===== src/rtl/l1_tlb.sv =====
// Per-port first-level TLB: small fully-associative entry cache in front of l2_tlb,
// with kseg0/kseg1 bypass, miss handling through a one-shot L2 query, and exception flags.
module l1_tlb #(
   parameter int ENTRIES = 4
) (
   input  logic        clk,
   input  logic        resetn,
   input  logic        req_en,
   input  logic [31:0] req_vaddr,
   input  logic        req_wr,
   output logic        req_ready,
   output logic        resp_valid,
   output logic [31:0] resp_paddr,
   output logic [2:0]  resp_cache,
   output logic        resp_refill,
   output logic        resp_invalid,
   output logic        resp_modified,
   input  logic [7:0]  cp0_asid,
   input  logic        flush,
   output logic        l2_qry_en,
   output logic [31:0] l2_qry_vaddr,
   input  logic [78:0] l2_qry_tlb,
   input  logic        l2_qry_isexist,
   input  logic        l2_qry_done
);

   localparam int IDXW = (ENTRIES > 1) ? $clog2(ENTRIES) : 1;

   typedef enum logic [1:0] {IDLE, QRY, WAIT, RESP} state_t;

   state_t            state;
   state_t            state_nxt;
   logic [78:0]       tlb [ENTRIES];
   logic [ENTRIES-1:0] valid;
   logic [IDXW-1:0]   rr;
   logic [31:0]       lat_vaddr;
   logic              lat_wr;
   logic              discard;

   logic              bypass;
   logic              hit;
   logic [IDXW-1:0]   hit_idx;
   logic              match;
   logic [IDXW-1:0]   match_idx;
   logic [IDXW-1:0]   fill_idx;
   logic              fill_en;
   logic [24:0]       hit_half;
   logic [24:0]       fill_half;

   assign bypass       = (req_vaddr[31:30] == 2'b10);
   assign req_ready    = (state == IDLE);
   assign l2_qry_en    = (state == QRY);
   assign l2_qry_vaddr = lat_vaddr;

   // Page-half fields packed as {pfn[24:5], c[4:2], d[1], v[0]}; the G bit is dropped.
   assign hit_half  = req_vaddr[12] ? tlb[hit_idx][51:27] : tlb[hit_idx][25:1];
   assign fill_half = lat_vaddr[12] ? l2_qry_tlb[51:27] : l2_qry_tlb[25:1];

   // A result arriving with (or after) a flush in WAIT is stale and must not be cached.
   assign fill_en  = (state == WAIT) && l2_qry_done && l2_qry_isexist && !discard && !flush;
   assign fill_idx = match ? match_idx : rr;

   always_comb begin
      hit       = 1'b0;
      hit_idx   = '0;
      match     = 1'b0;
      match_idx = '0;
      for (int i = 0; i < ENTRIES; i++) begin
         if (valid[i] && (tlb[i][78:60] == req_vaddr[31:13]) &&
             ((tlb[i][0] && tlb[i][26]) || (tlb[i][59:52] == cp0_asid))) begin
            hit     = 1'b1;
            hit_idx = IDXW'(i);
         end
         if (valid[i] && (tlb[i][78:52] == l2_qry_tlb[78:52])) begin
            match     = 1'b1;
            match_idx = IDXW'(i);
         end
      end
   end

   always_ff @(posedge clk or negedge resetn) begin
      if (!resetn) begin
         state <= IDLE;
      end else begin
         state <= state_nxt;
      end
   end

   always_comb begin
      state_nxt = state;
      case (state)
         IDLE: if (req_en && !bypass && !hit) state_nxt = QRY;
         QRY:  state_nxt = WAIT;
         WAIT: if (l2_qry_done) state_nxt = (discard || flush) ? QRY : RESP;
         RESP: state_nxt = IDLE;
         default: state_nxt = IDLE;
      endcase
   end

   always_ff @(posedge clk) begin
      if (fill_en) begin
         tlb[fill_idx] <= l2_qry_tlb;
      end
   end

   always_ff @(posedge clk or negedge resetn) begin
      if (!resetn) begin
         valid         <= '0;
         rr            <= '0;
         lat_vaddr     <= '0;
         lat_wr        <= 1'b0;
         discard       <= 1'b0;
         resp_valid    <= 1'b0;
         resp_paddr    <= '0;
         resp_cache    <= '0;
         resp_refill   <= 1'b0;
         resp_invalid  <= 1'b0;
         resp_modified <= 1'b0;
      end else begin
         resp_valid <= 1'b0;
         if (flush) begin
            valid <= '0;
         end else if (fill_en) begin
            valid[fill_idx] <= 1'b1;
         end
         // Refreshing an already-cached translation in place does not consume a victim slot.
         if (fill_en && !match) begin
            rr <= (rr == IDXW'(ENTRIES - 1)) ? '0 : rr + 1'b1;
         end
         case (state)
            IDLE: begin
               if (req_en) begin
                  if (bypass) begin
                     resp_valid    <= 1'b1;
                     resp_paddr    <= {3'b000, req_vaddr[28:0]};
                     resp_cache    <= req_vaddr[29] ? 3'd2 : 3'd3;
                     resp_refill   <= 1'b0;
                     resp_invalid  <= 1'b0;
                     resp_modified <= 1'b0;
                  end else if (hit) begin
                     resp_valid    <= 1'b1;
                     resp_paddr    <= {hit_half[24:5], req_vaddr[11:0]};
                     resp_cache    <= hit_half[4:2];
                     resp_refill   <= 1'b0;
                     resp_invalid  <= ~hit_half[0];
                     resp_modified <= hit_half[0] & req_wr & ~hit_half[1];
                  end else begin
                     lat_vaddr <= req_vaddr;
                     lat_wr    <= req_wr;
                  end
               end
            end
            WAIT: begin
               if (l2_qry_done) begin
                  discard <= 1'b0;
                  if (!discard && !flush) begin
                     resp_valid <= 1'b1;
                     if (l2_qry_isexist) begin
                        resp_paddr    <= {fill_half[24:5], lat_vaddr[11:0]};
                        resp_cache    <= fill_half[4:2];
                        resp_refill   <= 1'b0;
                        resp_invalid  <= ~fill_half[0];
                        resp_modified <= fill_half[0] & lat_wr & ~fill_half[1];
                     end else begin
                        resp_paddr    <= '0;
                        resp_cache    <= '0;
                        resp_refill   <= 1'b1;
                        resp_invalid  <= 1'b0;
                        resp_modified <= 1'b0;
                     end
                  end
               end else if (flush) begin
                  discard <= 1'b1;
               end
            end
            default: ;
         endcase
      end
   end

endmodule

===== config.mk =====
export PLATFORM = sky130hd
export DESIGN_NAME = l1_tlb
export DESIGN_NICKNAME = d
export VERILOG_FILES = /design/src/rtl/l1_tlb.sv
export SDC_FILE = /design/constraint.sdc
export NUM_CORES = 1
export LEC_CHECK = 0
export BUFFER_PORTS_ARGS = -buffer_cell sky130_fd_sc_hd__buf_2
export CAP_MARGIN = 20
export CORE_MARGIN = 5
export CORE_UTILIZATION = 52
export CTS_CLUSTER_SIZE = 10
export DETAILED_ROUTE_END_ITERATION = 12
export GPL_TIMING_DRIVEN = 0
export PLACE_DENSITY = 0.71
export SETUP_SLACK_MARGIN = 0.3
export SLEW_MARGIN = 10
export SYNTH_ARGS = -nofsm -noshare
export SYNTH_HDL_FRONTEND = slang
export SYNTH_SLANG_ARGS = --single-unit

===== constraint.sdc =====
create_clock -name clk -period 7.1 [get_ports clk]
set_clock_uncertainty 0.2 [all_clocks]
set_input_delay 1.42 -clock clk [delete_from_list [all_inputs] [get_ports clk]]
set_output_delay 1.42 -clock clk [all_outputs]
set_load 0.02 [all_outputs]

==> results by group <==
Outcome
  – Outcome: complete, no violations

Worst setup path
  – Reg2reg setup slack: between 2 and 3 ns
  – Type of the worst setup path: input pin to flip-flop
  – Cell Chain, Critical Path: buf_2, clkbuf_1, xnor2_1, nand4_1, nor4_1, nand4_1, a21bo_2, a21boi_1, inv_1, nor2_4, buf_12, buf_16
  – Worst flop-to-flop path startpoint: tlb[0][56]$_DFFE_PP_
  – Crit path buffers/inverters: 5
  – Most used cell, CP: nand4_1
  – Crit start category: input pin
  – Worst reg2reg path endpoint: tlb[0][5]$_DFFE_PP_
  – WP data required: just over 7 ns
  – CP max FO: 21
  – CP Data Arrival Time: between 5 and 6 ns
  – CP Capture Type: flip-flop
  – CP max stage delay: approximately 0.72 ns
  – Critical Path Slowest Stage Cell: nor2_4
  – CP top delay family: simple AND/OR/NAND/NOR gates
  – FF-to-FF path depth: 10

Placed design
  – Global placer's final weighted congestion: roughly 0.90
  – Port-buffer cells: 178
  – Placed cell area: 0.0194 mm2
  – Detailed Place HPWL: between 30000 and 40000 um

Clock tree
  – Clk root buf: clkbuf_16
  – CTS H-Tree Depth: 2
  – CTS tree: built
  – CTS sink count: between 300 and 400
  – Clk buf depth: 3
  – Post-CTS setup buffer count: 0
  – Post-CTS sizing: 0
  – Clk slew on worst S/H paths: ~0.060 ns
  – Clk_lat worst skew: between 0.5 and 0.6 ns
  – Post-CTS Hold Buffers: 0
  – CTS buffer count: between 40 and 50

Logic synthesis
  – Top cells by count, synth: edfxtp_1, xnor2_1, dfrtp_1, nor2_1, nand4_1
  – Syn Area/Cell: 14.0 um2
  – Synth cell types: 62
  – Largest cells by area after synthesis: edfxtp_1, dfrtp_1, xnor2_1, mux2_2, xor2_1
  – Syn Nets: between 1k and 1.5k
  – Seq/Total Area, Yosys: 65.4%
  – Yosys reg bits: roughly 400
  – EDFF count, synth: 316
  – Dominant cell by count in the synthesized netlist: edfxtp_1
  – Mapped Cells: 1258
  – Post-synth top flop: edfxtp_1
  – Most area-hungry cell type in the Yosys netlist: edfxtp_1
  – Yosys top cell area share: a little over half
  – Asr flop ratio synth: a little over 20%
  – Mapped Area: 0.0176 mm2
  – Yosys warning count: 0

Min path
  – Worst Hold Class: flip-flop to flip-flop
  – Hold path depth: 1
  – Worst Hold Path EP: resp_refill$_DFFE_PN0P_
  – Hold_sp: resp_refill$_DFFE_PN0P_

Die
  – FP Rows: between 60 and 70
  – Core area: 0.0334 mm2
  – Die area: about 0.038 mm2
  – Initial core utilization: between 50% and 60%
  – Die Height: a little under 200 um
  – Width of the chip: roughly 190 um
  – # IOs: approximately 200

GRT
  – Number of global-route vias before repair: ~12k
  – Global-route wire length before repair: approximately 75000 um
  – GRT Util Overall: between 20% and 30%
  – Initial antenna violation count: 8
  – Remaining global-route overflow: 0
  – Largest net degree at the start of global routing: between 50 and 60

Layout
  – Post-route design area: between 0.02 and 0.025 mm2
  – Share of cells above drive strength 1: between 20% and 30%
  – Final #Nets: about 1.6k
  – Final Util: between 60% and 70%
  – Synth-to-Final Area Change: 18.2%
  – Filler Cell Count: roughly 2.6k

STA
  – Setup Viol. Count Final: 0
  – Slew Limit Fails: 0
  – FMAX: just under 200 MHz
  – Slew at the pin closest to its max-slew limit: a little over 0.9 ns
  – Hold violation total from the final report: 0
  – Relative slew slack: ~38%
  – RSZ-0062 raised after global routing: false
  – Tmin final: 5.05 ns
  – Fin crit share: a little under three quarters

Drt
  – DR WL/cell: 25.7 um
  – DRT Pass-1 Iters: 5
  – Vias/cell: 5.98
  – ANT nets after route: 0
  – Initial DRC count: ~1.3k
  – Drt drc: 0
  – Drt total wl: around 50000 um
  – Via count: approximately 12k

Job
  – Max_cap viols: 0

Pwr
  – Leak pwr: approximately 7.4 nW
  – Worst ir drop on vdd: 0.202 mV
  – Power consumption: ~0.0065 W
  – P per Cell Area: a little over 300 mW/mm2
==> cell usage in the layout (no fill, tap or decap), drive strengths merged, types with 5 or more instances in the layout <==
master / n
edfxtp: 316
buf: 238
xnor2: 167
clkbuf: 115
dfrtp: 81
nor2: 75
nand4: 58
nand2: 55
mux2: 46
xor2: 45
mux2i: 38
o21ai: 38
a21oi: 37
a211oi: 26
nand3: 20
a22o: 17
a31oi: 15
nor4: 15
a211o: 13
a22oi: 13
nor3: 10
inv: 9
diode: 7
a222oi: 7
a41oi: 7
o31a: 6
and2: 6
or3: 5
o22ai: 5
==> layout make-up <==
type / instances / area (um2) / area share [%]
inverters: 9 / 33.8 / 0.162
multi-input cells: 773 / 5690 / 27.4
plain buffers: 79 / 400 / 1.92
diodes: 7 / 17.5 / 0.0842
flip-flops and latches: 397 / 11500 / 55.3
clock buffers: 81 / 1300 / 6.27
well taps: 448 / 561 / 2.69
repair buffers: 193 / 1240 / 5.96
clock inverters: 4 / 42.5 / 0.204
==> layer usage <==
layer | GRT usage, % | part of all wire, %
met3 | 4.14 | 8.0
met2 | 43.9 | 49
met4 | 10.0 | 3.8
met5 | 0 | 0.041
met1 | 35.2 | 39
==> flip-flops by register name (all words and copies together), names as in the netlist, 2 cells and up <==
signal and count:
resp_cache 3, valid 4, l2_qry_vaddr 32, resp_paddr 32
tlb 316, state 2, rr 2
==> worst max path at each step <==
stage                   startpoint                   end  slack [ns]  depth (start not counted)
floorplan           l2_qry_tlb[54]   tlb[0][0]$_DFFE_PP_        0.12                          8
global placement    l2_qry_tlb[54]  tlb[1][12]$_DFFE_PP_       -3.10                          9
detailed placement  l2_qry_tlb[58]  tlb[0][50]$_DFFE_PP_        1.54                         12
CTS                 l2_qry_tlb[58]   tlb[0][5]$_DFFE_PP_        2.04                         12
global route        l2_qry_tlb[74]   tlb[0][5]$_DFFE_PP_        1.85                         12
finish              l2_qry_tlb[58]   tlb[0][5]$_DFFE_PP_        2.05                         12
==> power by group <==
| group | leakage [nW] | switching [W] | internal, W |
|---|---|---|---|
| Combinational | 3.01 | 0.000899 | 0.000523 |
| Clock | 0.641 | 0.000904 | 0.00124 |
| Sequential | 3.79 | 0.000143 | 0.00276 |
| Total | 7.45 | 0.00195 | 0.00453 |
==> worst register-to-register path, delay by kind of cell (launching register included) <==
| kind | cells | cell delay [ns] |
|---|---|---|
| AOI/OAI and AO/OA | 2 | 0.81 |
| xor gates and xnor gates | 1 | 0.23 |
| buffers and inverters | 3 | 0.77 |
| DFF | 1 | 0.42 |
| and+or+nand+nor | 4 | 1.56 |
==> stage by stage <==
stage                     setup WS, ns  hold WS, ns  TNS, ns  cells
after floorplan                  0.116        0.280        0   1258
after global placement           -3.10        0.266  -743.54   1884
after detailed placement          1.54        0.278        0   1899
after CTS                         2.04        0.290        0   1984
after global routing              1.85        0.317        0   1990
final                             2.05        0.287        0   1991
==> logic make-up (layout without fill, tap and decap cells) <==
group / count (synthesis) / in the layout / synth area share [%]
AO/OA/AOI/OAI: 216 / 216 / 8.65
XOR/XNOR: 212 / 212 / 10.8
adder cells (fa/ha/maj): 1 / 1 / 0.0710
buffers and inverters: 88 / 366 / 2.47
flip-flops: 397 / 397 / 65.4
multiplexers: 85 / 85 / 5.23
other: 0 / 7 / 0
AND/OR/NAND/NOR: 259 / 259 / 7.33
(Power assumes the default switching activity.)
